**src/rtl/fc_argmax_pkg.sv**
```systemverilog
// fc_argmax_pkg: shared constants, state encoding and activation helper for fc_argmax.
package fc_argmax_pkg;

    localparam int unsigned DATA_W_DEF = 16;
    localparam int unsigned CNT_W_DEF  = 12;

    // Activation selector value that clamps negative elements to zero
    localparam logic [4:0] ACT_RELU = 5'd1;

    typedef enum logic [1:0] {
        S_IDLE    = 2'd0,
        S_COLLECT = 2'd1,
        S_RESULT  = 2'd2
    } argmax_state_e;

    function automatic logic act_is_relu(input logic [4:0] act);
        return act == ACT_RELU;
    endfunction

endpackage

```
**src/rtl/fc_argmax_if.sv**
```systemverilog
// fc_argmax_if: element input stream, result port and (with FC_ARGMAX_PASSTHRU_EN)
// the pass-through stream of fc_argmax. slave = fc_argmax side, master = environment side.
interface fc_argmax_if
    import fc_argmax_pkg::*;
#(
    parameter int unsigned DATA_W = DATA_W_DEF,
    parameter int unsigned CNT_W  = CNT_W_DEF
);
    logic              din_valid;
    logic              din_ready;
    logic [DATA_W-1:0] din_data;
    logic              res_valid;
    logic              res_ready;
    logic [CNT_W-1:0]  res_index;
    logic [DATA_W-1:0] res_value;
`ifdef FC_ARGMAX_PASSTHRU_EN
    logic              pt_valid;
    logic              pt_ready;
    logic [DATA_W-1:0] pt_data;
`endif

    modport slave (
        input  din_valid, din_data, res_ready,
        output din_ready, res_valid, res_index, res_value
`ifdef FC_ARGMAX_PASSTHRU_EN
        , output pt_valid, pt_data
        , input  pt_ready
`endif
    );

    modport master (
        output din_valid, din_data, res_ready,
        input  din_ready, res_valid, res_index, res_value
`ifdef FC_ARGMAX_PASSTHRU_EN
        , input  pt_valid, pt_data
        , output pt_ready
`endif
    );

endinterface

```
**src/rtl/fc_argmax_skid_buf.sv**
```systemverilog
// fc_skid_buf: 2-entry valid/ready FIFO that forwards post-activation elements.
// Only built when FC_ARGMAX_PASSTHRU_EN is defined.
`ifdef FC_ARGMAX_PASSTHRU_EN
module fc_skid_buf #(
    parameter int unsigned DATA_W = 16
) (
    input  logic              clk,
    input  logic              rst_n,
    input  logic              i_valid,
    output logic              o_ready,
    input  logic [DATA_W-1:0] i_data,
    output logic              o_valid,
    input  logic              i_ready,
    output logic [DATA_W-1:0] o_data,
    output logic              o_empty
);
    logic [DATA_W-1:0] r_mem [2];
    logic              r_wptr;
    logic              r_rptr;
    logic [1:0]        r_count;
    logic              w_push;
    logic              w_pop;

    assign o_ready = (r_count != 2'd2);
    assign o_valid = (r_count != 2'd0);
    assign o_empty = (r_count == 2'd0);
    assign o_data  = r_mem[r_rptr];
    assign w_push  = i_valid & o_ready;
    assign w_pop   = o_valid & i_ready;

    // Pointer and occupancy bookkeeping; push and pop may coincide
    always_ff @(posedge clk or negedge rst_n) begin
        if (!rst_n) begin
            r_wptr  <= 1'b0;
            r_rptr  <= 1'b0;
            r_count <= 2'd0;
        end else begin
            if (w_push) r_wptr <= ~r_wptr;
            if (w_pop)  r_rptr <= ~r_rptr;
            case ({w_push, w_pop})
                2'b10:   r_count <= r_count + 2'd1;
                2'b01:   r_count <= r_count - 2'd1;
                default: r_count <= r_count;
            endcase
        end
    end

    // Storage write
    always_ff @(posedge clk or negedge rst_n) begin
        if (!rst_n) begin
            r_mem[0] <= '0;
            r_mem[1] <= '0;
        end else if (w_push) begin
            r_mem[r_wptr] <= i_data;
        end
    end

endmodule
`endif

```
**src/rtl/fc_argmax.sv**
```systemverilog
// fc_argmax: classifier tail. Applies optional ReLU to each element of a frame of cout
// values, tracks the running maximum and its lowest index, and presents {index, value}
// on a valid/ready result port. Optional feature macro: FC_ARGMAX_PASSTHRU_EN adds a
// pass-through stream of post-activation elements via fc_skid_buf.
module fc_argmax
    import fc_argmax_pkg::*;
#(
    parameter int unsigned DATA_W = DATA_W_DEF,
    parameter int unsigned CNT_W  = CNT_W_DEF
) (
    input  logic             clk,
    input  logic             rst_n,
    input  logic [CNT_W-1:0] cout,
    input  logic [4:0]       act_type,
    fc_argmax_if.slave       bus
);
    argmax_state_e     r_state;
    argmax_state_e     w_state_nxt;
    logic [CNT_W-1:0]  r_len;
    logic [CNT_W-1:0]  r_cnt;
    logic [CNT_W-1:0]  r_idx;
    logic [DATA_W-1:0] r_max;
    logic [DATA_W-1:0] w_v;
    logic              w_din_ready;
    logic              w_res_valid;
    logic              w_accept;
    logic              w_last;
    logic              w_take;
    logic              w_buf_room;
    logic              w_buf_empty;

    assign w_v      = (act_is_relu(act_type) && bus.din_data[DATA_W-1]) ? '0 : bus.din_data;
    assign w_accept = bus.din_valid & w_din_ready;
    assign w_last   = (r_cnt == r_len - CNT_W'(1));
    assign w_take   = (r_cnt == '0) || ($signed(w_v) > $signed(r_max));

`ifdef FC_ARGMAX_PASSTHRU_EN
    fc_skid_buf #(.DATA_W(DATA_W)) u_skid (
        .clk     (clk),
        .rst_n   (rst_n),
        .i_valid (w_accept),
        .o_ready (w_buf_room),
        .i_data  (w_v),
        .o_valid (bus.pt_valid),
        .i_ready (bus.pt_ready),
        .o_data  (bus.pt_data),
        .o_empty (w_buf_empty)
    );
`else
    assign w_buf_room  = 1'b1;
    assign w_buf_empty = 1'b1;
`endif

    // State register
    always_ff @(posedge clk or negedge rst_n) begin
        if (!rst_n) r_state <= S_IDLE;
        else        r_state <= w_state_nxt;
    end

    // Next-state and handshake outputs; the collect exit uses din_valid directly to keep
    // din_ready out of its own fan-in
    always_comb begin
        w_state_nxt = r_state;
        w_din_ready = 1'b0;
        w_res_valid = 1'b0;
        case (r_state)
            S_IDLE: begin
                if (cout != '0) w_state_nxt = S_COLLECT;
            end
            S_COLLECT: begin
                w_din_ready = w_buf_room;
                if (bus.din_valid && w_buf_room && w_last) w_state_nxt = S_RESULT;
            end
            S_RESULT: begin
                w_res_valid = w_buf_empty;
                if (w_buf_empty && bus.res_ready) w_state_nxt = S_IDLE;
            end
            default: w_state_nxt = S_IDLE;
        endcase
    end

    // Frame length latch, element counter and running max/index tracking
    always_ff @(posedge clk or negedge rst_n) begin
        if (!rst_n) begin
            r_len <= '0;
            r_cnt <= '0;
            r_idx <= '0;
            r_max <= '0;
        end else begin
            if (r_state == S_IDLE && cout != '0) r_len <= cout;
            if (w_accept) begin
                r_cnt <= r_cnt + CNT_W'(1);
                if (w_take) begin
                    r_max <= w_v;
                    r_idx <= r_cnt;
                end
            end
            if (w_res_valid && bus.res_ready) r_cnt <= '0;
        end
    end

    assign bus.din_ready = w_din_ready;
    assign bus.res_valid = w_res_valid;
    assign bus.res_index = r_idx;
    assign bus.res_value = r_max;

endmodule

```
**src/flat_wrapper.sv**
```systemverilog
// flat-port wrapper written by rule: the top's interface ports become plain ports
module fc_argmax_flat import fc_argmax_pkg::*;
#(
    parameter int unsigned DATA_W = DATA_W_DEF,
    parameter int unsigned CNT_W  = CNT_W_DEF
)
  (clk, rst_n, cout, act_type, bus_din_valid, bus_din_data, bus_res_ready, bus_din_ready, bus_res_valid, bus_res_index, bus_res_value);
  fc_argmax_if #(.DATA_W(DATA_W), .CNT_W(CNT_W)) bus_i ();
  input  logic clk;
  input  logic rst_n;
  input  logic [CNT_W-1:0] cout;
  input  logic [4:0] act_type;
  input wire logic [$bits(bus_i.din_valid)-1:0] bus_din_valid;
  input wire logic [$bits(bus_i.din_data)-1:0] bus_din_data;
  input wire logic [$bits(bus_i.res_ready)-1:0] bus_res_ready;
  output wire logic [$bits(bus_i.din_ready)-1:0] bus_din_ready;
  output wire logic [$bits(bus_i.res_valid)-1:0] bus_res_valid;
  output wire logic [$bits(bus_i.res_index)-1:0] bus_res_index;
  output wire logic [$bits(bus_i.res_value)-1:0] bus_res_value;
  assign bus_i.din_valid = bus_din_valid;
  assign bus_i.din_data = bus_din_data;
  assign bus_i.res_ready = bus_res_ready;
  assign bus_din_ready = bus_i.din_ready;
  assign bus_res_valid = bus_i.res_valid;
  assign bus_res_index = bus_i.res_index;
  assign bus_res_value = bus_i.res_value;
  fc_argmax #(.DATA_W(DATA_W), .CNT_W(CNT_W)) u_core (.clk(clk), .rst_n(rst_n), .cout(cout), .act_type(act_type), .bus(bus_i));
endmodule
```
**config.mk**
```make
export PLATFORM = sky130hd
export DESIGN_NAME = fc_argmax_flat
export DESIGN_NICKNAME = d
export VERILOG_FILES = /design/src/rtl/fc_argmax_pkg.sv /design/src/rtl/fc_argmax_if.sv /design/src/rtl/fc_argmax_skid_buf.sv /design/src/rtl/fc_argmax.sv /design/src/flat_wrapper.sv
export SDC_FILE = /design/constraint.sdc
export NUM_CORES = 1
export LEC_CHECK = 0
export ABC_CLOCK_PERIOD_IN_PS = 2400
export BUFFER_PORTS_ARGS = -buffer_cell sky130_fd_sc_hd__buf_2
export CELL_PAD_IN_SITES_DETAIL_PLACEMENT = 1
export CELL_PAD_IN_SITES_GLOBAL_PLACEMENT = 1
export CORE_MARGIN = 1.5
export CORE_UTILIZATION = 38
export DETAILED_ROUTE_END_ITERATION = 8
export GPL_ROUTABILITY_DRIVEN = 0
export PLACE_DENSITY = 0.77
export SETUP_SLACK_MARGIN = 0.5
export SLEW_MARGIN = 30
export SYNTH_ARGS = -nofsm -noshare
export SYNTH_HDL_FRONTEND = slang
export SYNTH_HIERARCHICAL = 1
export SYNTH_SLANG_ARGS = --single-unit
```
**constraint.sdc**
```tcl
create_clock -name clk -period 2.4 [get_ports clk]
set_input_delay 0.24 -clock clk [delete_from_list [all_inputs] [get_ports clk]]
set_output_delay 0.24 -clock clk [all_outputs]
set_load 0.02 [all_outputs]
```
==> results of run 1 <==
[report_power, final]
| part | internal (mW) | leakage (nW) | switching (mW) |
|---|---|---|---|
| clock | 0.234 | 0.0482 | 0.303 |
| combinational | 1.54 | 1.31 | 1.53 |
| sequential | 1.26 | 0.668 | 0.410 |
[timing repair]
item                                   4_1_cts  5_1_grt
endpoints found under the hold margin       54        0
setup buffers                                8        5
hold buffers                                 1        0
cloned                                       2        0
setup endpoints to repair                   34       35
resized for setup                           25       21
pin swaps                                    9        5
[cell usage after synthesis (2+ instances only)]
library cell	number	area share, %
o21ai_1	6	0.94
and2_1	16	3.1
nand2_2	2	0.39
nand4_1	7	1.4
and3_1	2	0.39
a22o_1	11	3.0
nand2b_1	2	0.39
o21ai_0	6	0.94
a21oi_1	14	2.2
xor2_1	10	2.8
nor4_1	7	1.4
ha_1	19	7.5
a2111o_1	2	0.71
mux2_2	14	5.0
xnor2_1	11	3.0
a31oi_1	3	0.59
nor2b_2	2	0.55
or3_1	3	0.59
nand2_1	16	1.9
mux2_1	13	4.6
clkbuf_1	7	0.83
nor3b_1	2	0.47
dfrtp_1	54	42
nor2b_1	2	0.39
nor2_1	18	2.1
nand3_1	4	0.63
buf_4	2	0.47
nor3_1	2	0.31
inv_1	26	3.1
[worst max-delay path: cells and delay by family]
family                     cells  cell delay [ps]
and+or+nand+nor                2              360
buffers and inverters          6              710
adders and majority gates      1              340
muxes                          1              340
AOI/OAI and AO/OA              4              990
[cell type report]
class	instances	area share [%]
multi-input cells	216	46.74
flip-flops and latches	54	30.86
repair buffers	97	15.09
well taps	105	3.000
inverters	26	2.229
clock buffers	7	1.971
clock inverters	1	0.1143
[placed cells by master, fill, tap and decap left out, drive strengths merged, types with 10 or more instances in the layout]
| master | count |
|---|---|
| xor2 | 10 |
| nor2 | 18 |
| xnor2 | 12 |
| and2 | 16 |
| buf | 96 |
| a21oi | 14 |
| ha | 19 |
| dfrtp | 54 |
| o21ai | 12 |
| a22o | 11 |
| mux2 | 27 |
| inv | 26 |
| nand2 | 18 |
[flip-flops by register name, indices dropped and copies added (netlist names)]
signal                flops
u_core/r_len             12
u_core/bus.res_value     16
u_core/bus.res_index     12
u_core/r_state            2
u_core/r_cnt             12
[kinds of logic after synthesis]
kind of cell    Yosys count  share of synthesized area [%]
compound gates           57                          13.37
xor+xnor                 22                          6.646
simple gates             90                          15.53
mux                      28                          9.870
flops                    54                          42.47
buf+inv                  37                          4.640
fa+ha+maj                19                          7.472
[worst max path at each step]
stage | slack [ps] | start | end | cells past startpoint
CTS | -310 | act_type[1] | u_core/bus.res_value[1] | 14
detailed placement | -800 | act_type[3] | u_core/bus.res_index[0] | 13
global placement | -670 | act_type[3] | u_core/bus.res_value[6] | 13
finish | -400 | act_type[1] | u_core/bus.res_value[6] | 14
global route | -470 | act_type[1] | u_core/bus.res_value[3] | 14
floorplan | -500 | act_type[3] | u_core/bus.res_index[0] | 13
[metrics by stage]
stage | setup slack (ps) | instance area, sq um
floorplan | -496.2 | 3337
global placement | -674.6 | 3879
detailed placement | -800.5 | 3890
CTS | -307.1 | 4247
global route | -466.3 | 4379
finish | -398.8 | 4379
[layer usage]
layer | vias to the layer above | GRT usage, %
met5 | - | 0
met2 | 60 | 39.03
li1 | 1277 | -
met3 | 16 | 3.060
met1 | 1380 | 24.84
met4 | 0 | 6.592
==> results.py, run 1 <==
metrics = {
    "floorplan": {
        "num_rows": 33,
        "die_y_um": 94.51,
        "die-area_sq_um": 8931,
        "io_pins": 67,
        "die_w_um": 94.51,
        "initial_core_util_pct": 38.92,
        "core-area_sq_um": 8175,
    },
    "setup_path": {
        "reg2reg_depth": 10,
        "cp_data_arrival_time_ps": 2990,
        "cp.required_ps": 2600,
        "path_class": "primary input to flip-flop",
        "endpoint_kind": "flip-flop",
        "r2r-end": "u_core/bus.res_value[6]",
        "start_kind": "primary input",
        "r2r_setup_slack_ps": -160,
        "r2r-start": "u_core/bus.res_value[1]",
        "slowest_stage": "a2111o_1",
        "cpPeakStageDelay_ps": 420,
        "worst_path_most_repeated_cell": "buf_4",
        "path_cells": "buf_6, nor4_4, buf_4, buf_4, buf_4, nor2b_1, ha_1, a21oi_1, o21ai_0, a2111o_1, a32oi_4, buf_12, buf_12, mux2_2",
        "cp_max_fo": 8,
    },
    "hold_path": {
        "hold-path-cell-count": 2,
        "holdCritPathClass": "primary input to flip-flop",
        "min_to": "u_core/r_len[11]",
        "worstHoldStart": "cout[11]",
    },
    "drt": {
        "wl_mm": 9.301,
        "drt-initial-drc-count": 113,
        "met2_length_mm": 5.035,
        "via_count": 2733,
        "viasPerCell": 5.401,
        "wire_per_inst_um": 18.38,
        "wl_met1_mm": 3.816,
        "wl_met3_um": 272,
        "routed.top_layer": "met4",
        "dr.pass1.iters": 4,
        "final_antenna_net_count": 0,
        "drc": 0,
    },
    "clocking": {
        "cts.clk_slew.worst_paths_ps": 100,
        "numClockSinks": 54,
        "cts_buffers": 5,
        "cts-htree-levels": 2,
        "cts_tree": "done",
        "clk_latency_ps": 310,
        "cts_buffer_depth": 2,
        "root_buffer": "clkbuf_8",
    },
    "global_routing": {
        "overflow": 0,
        "track_usage_pct": 21.05,
        "grt_first_pass_wirelength_mm": 14.54,
        "grt_max_degree": 55,
        "antenna_found_initial": 0,
        "grt_pass1_vias": 2923,
    },
    "synthesis": {
        "netlist_area_sq_um": 3182,
        "ys_warn_count": 6,
        "ys_seq_elements": 54,
        "syn-num-nets": 363,
        "synth-edff-count": 0,
        "netlist_instances": 307,
        "ys.flop_type": "dfrtp_1",
        "yosys.cell_types.count": 53,
        "async_flop_share_pct": 100.0,
        "syn_avg_cell_area_sq_um": 10.36,
        "seq_area_frac_synth_pct": 42.47,
    },
    "power_and_ir_drop": {
        "powerDensity_nw_per_um2": 1205,
        "leakagePower_nw": 2.028,
        "ir_worst_vdd_uv": 435.8,
        "total_power_mw": 5.277,
    },
    "sta": {
        "finalSetupViolCount": 28,
        "fin_hold_ws_ps": 162.8,
        "layout_setup_ws_ps": -398.8,
        "fin_crit_sh_pct": 116.6,
        "fin_tns_setup_ps": -9223,
        "worst_slew_pin_slew_ps": 810.2,
        "fin_crit_ps": 2799,
        "rsz0062_at_grt": "yes",
        "slew_headroom_pct": 45.99,
        "hold_viol": 0,
        "timing.fmax_mhz": 357.3,
        "clock_skew_ps": 6.801,
        "finalMaxSlewViolations": 0,
    },
    "layout": {
        "finish.utilization_pct": 53.57,
        "layout-drive-gt1-share_pct": 44.14,
        "fillers": 899,
        "ff_latch_area_sq_um": 1351,
        "multi_input_area_sq_um": 2047,
        "area_growth_pct": 37.63,
        "diodes": 0,
        "layoutNonFillerInstCount": 506,
        "nets": 456,
    },
    "outcome": {
        "violations": "negative setup slack",
        "status": "complete, but fails checks",
    },
    "placed_design": {
        "hpwl_mm": 6.323,
        "dp_cells": 482,
        "portBuffers": 66,
    },
    "flow_run": {
        "drv_cap": 0,
    },
}
Note: power is estimated with default switching activity, not from simulation.
==> run 2: changes to the inputs <==
==> constraint.sdc (replaced) <==
create_clock -name clk -period 2.4 [get_ports clk]
set_input_delay 0.12 -clock clk [delete_from_list [all_inputs] [get_ports clk]]
set_output_delay 0.12 -clock clk [all_outputs]
set_load 0.02 [all_outputs]
==> run 2 against run 1 <==
Effect of this change:
- the run still ends with negative setup slack left
- core utilization up 0.55 points
- largest cell class unchanged
- combinational power up 5%
- largest power group unchanged
- worst setup slack better by 220 ps
- cell count up 1.4%
- first-iteration DRC count down 27%
- worst hold slack worse by 140 ps
- die area unchanged
==> results.py, run 2 (synthesis results as in run 1) <==
metrics = {
    "setup_path": {
        "path_class": "primary input to flip-flop",
        "reg2reg_depth": 9,
        "endpoint_kind": "flip-flop",
        "r2r-end": "u_core/bus.res_value[6]",
        "crit_path_start": "act_type[1]",
        "crit_cells": 13,
        "cp_data_arrival_time_ps": 2800,
        "cp_max_fo": 8,
        "slowest_stage": "a2111o_1",
        "path_cells": "buf_6, nor4_4, nand2_2, buf_6, and2_4, ha_4, nand4_1, nor2_1, a2111o_1, a32oi_4, buf_6, buf_12, mux2_4",
        "crit_family": "simple AND/OR/NAND/NOR gates",
        "crit_buf_inv": 4,
        "worst_path_most_repeated_cell": "buf_6",
        "start_kind": "primary input",
        "endpoint": "u_core/bus.res_value[6]",
        "r2r-start": "u_core/bus.res_value[15]",
        "cp.required_ps": 2620,
        "cpPeakStageDelay_ps": 420,
        "r2r_setup_slack_ps": -100,
    },
    "layout": {
        "layout-drive-gt1-share_pct": 46.08,
        "largest_register_ffs": 16,
        "final_common_cell": "buf_2",
        "multi_input_area_sq_um": 2024,
        "nets": 463,
        "area_growth_pct": 39.05,
        "diodes": 0,
        "design_area_sq_um": 4424,
        "final_cell_mix": "buf_2, dfrtp_1, buf_4",
        "ff_latch_area_sq_um": 1351,
        "fillers": 919,
    },
    "power_and_ir_drop": {
        "comb_power_share_pct": 59.2,
        "p_sw_share_pct": 42.17,
        "intPower_mw": 3.150,
        "total_power_mw": 5.447,
        "seq_power_share_pct": 30.4,
        "leakagePower_nw": 2.092,
        "power_switching_mw": 2.297,
        "ir_worst_vdd_uv": 472.2,
        "clkPwrFrac_pct": 10.4,
        "powerDensity_nw_per_um2": 1231,
    },
    "drt": {
        "dr.pass1.iters": 4,
        "wire_per_inst_um": 18.67,
        "viasPerCell": 5.374,
        "wl_mm": 9.579,
        "via_count": 2757,
        "final_antenna_net_count": 0,
        "drt-initial-drc-count": 82,
        "drc": 0,
    },
    "global_routing": {
        "overflow": 0,
        "grt_max_degree": 24,
        "antenna_found_initial": 0,
        "track_usage_pct": 21.45,
        "grt_pass1_vias": 3009,
        "grt_first_pass_wirelength_mm": 14.69,
    },
    "floorplan": {
        "io_pins": 67,
        "initial_core_util_pct": 38.92,
        "die_w_um": 94.51,
        "core-area_sq_um": 8175,
        "num_rows": 33,
        "die-area_sq_um": 8931,
        "die_y_um": 94.51,
    },
    "clocking": {
        "root_buffer": "clkbuf_8",
        "cts_buffer_depth": 2,
        "cts_buffers": 5,
        "clk_latency_ps": 320,
        "cts.clk_slew.worst_paths_ps": 110,
        "cts-htree-levels": 2,
        "cts_tree": "done",
        "numClockSinks": 54,
    },
    "sta": {
        "timing.fmax_mhz": 387.4,
        "hold_viol": 0,
        "fin_crit_ps": 2581,
        "clock_skew_ps": 5.661,
        "slew_headroom_pct": 54.84,
        "finalMaxSlewViolations": 0,
        "fin_hold_ws_ps": 27.79,
        "fin_crit_sh_pct": 107.6,
        "layout_setup_ws_ps": -181.4,
        "worst_slew_pin_slew_ps": 677.3,
        "rsz0062_at_grt": "yes",
        "finalSetupViolCount": 28,
    },
    "outcome": {
        "status": "complete, but fails checks",
        "violations": "negative setup slack",
    },
    "placed_design": {
        "hpwl_mm": 6.613,
        "preCtsSetupSlack_ps": -744.7,
        "dpl_cell_area_sq_um": 3874,
        "portBuffers": 66,
    },
    "flow_run": {
        "drv_cap": 0,
    },
    "hold_path": {
        "holdCritPathClass": "primary input to flip-flop",
    },
}
## run 2: area by class of cell
| cell class | instances | share of cell area (%) |
|---|---|---|
| Clock inverter | 3 | 0.6505 |
| Tap cell | 105 | 2.969 |
| Clock buffer | 5 | 1.555 |
| Inverter | 26 | 2.206 |
| Timing Repair Buffer | 104 | 16.32 |
| Sequential cell | 54 | 30.54 |
| Multi-Input combinational cell | 216 | 45.76 |
## run 2: power by group through the flow
stage          clock network (mW)  registers [mW]  logic, mW
2_1_floorplan                   0            1.78       1.62
3_3_place_gp                    0            1.64       2.42
3_5_place_dp                    0            1.67       2.54
4_1_cts                     0.587            1.65       2.97
5_1_grt                     0.620            1.71       3.49
6_report                    0.568            1.66       3.22
## run 2: layer usage
metal | GRT usage, % | part of all wire (%) | vias up
met4 | 5.473 | 1.8 | 0
met3 | 3.221 | 2.9 | 13
met2 | 41.49 | 55 | 54
met1 | 24.30 | 41 | 1398
li1 | - | - | 1292
met5 | 0 | 0 | -
## run 2: tightest hold or removal path, stage by stage
cell	delay [ps]
buf_2	90
nand2_1	40
o21ai_1	60
## run 2: per-stage QoR
step,TNS (ps),util (%),std cells
5_1_grt,-7491,54.12,513
2_1_floorplan,-7546,-,307
4_1_cts,-3655,52.28,504
3_5_place_dp,-19430,47.38,483
6_report,-4250,54.12,513
3_3_place_gp,-14960,47.38,483
## run 2: repair_timing
item | CTS | global route
hold endpoints to repair | 14 | 0
setup buffers | 10 | 8
resized for setup | 37 | 16
pin swaps | 24 | 10
hold buffers | 1 | 0
gates cloned | 2 | 1
setup endpoints to repair | 34 | 35
## run 2: worst min-delay path by stage
stage	end	depth (start not counted)	from	slack, ps
4_1_cts	u_core/r_len[1]	3	cout[1]	20
6_report	u_core/r_len[1]	3	cout[1]	30
5_1_grt	u_core/r_len[9]	2	cout[9]	30
2_1_floorplan	u_core/bus.res_index[0]	0	rst_n	-180
3_5_place_dp	u_core/bus.res_value[15]	1	rst_n	60
3_3_place_gp	u_core/bus.res_value[15]	1	rst_n	60
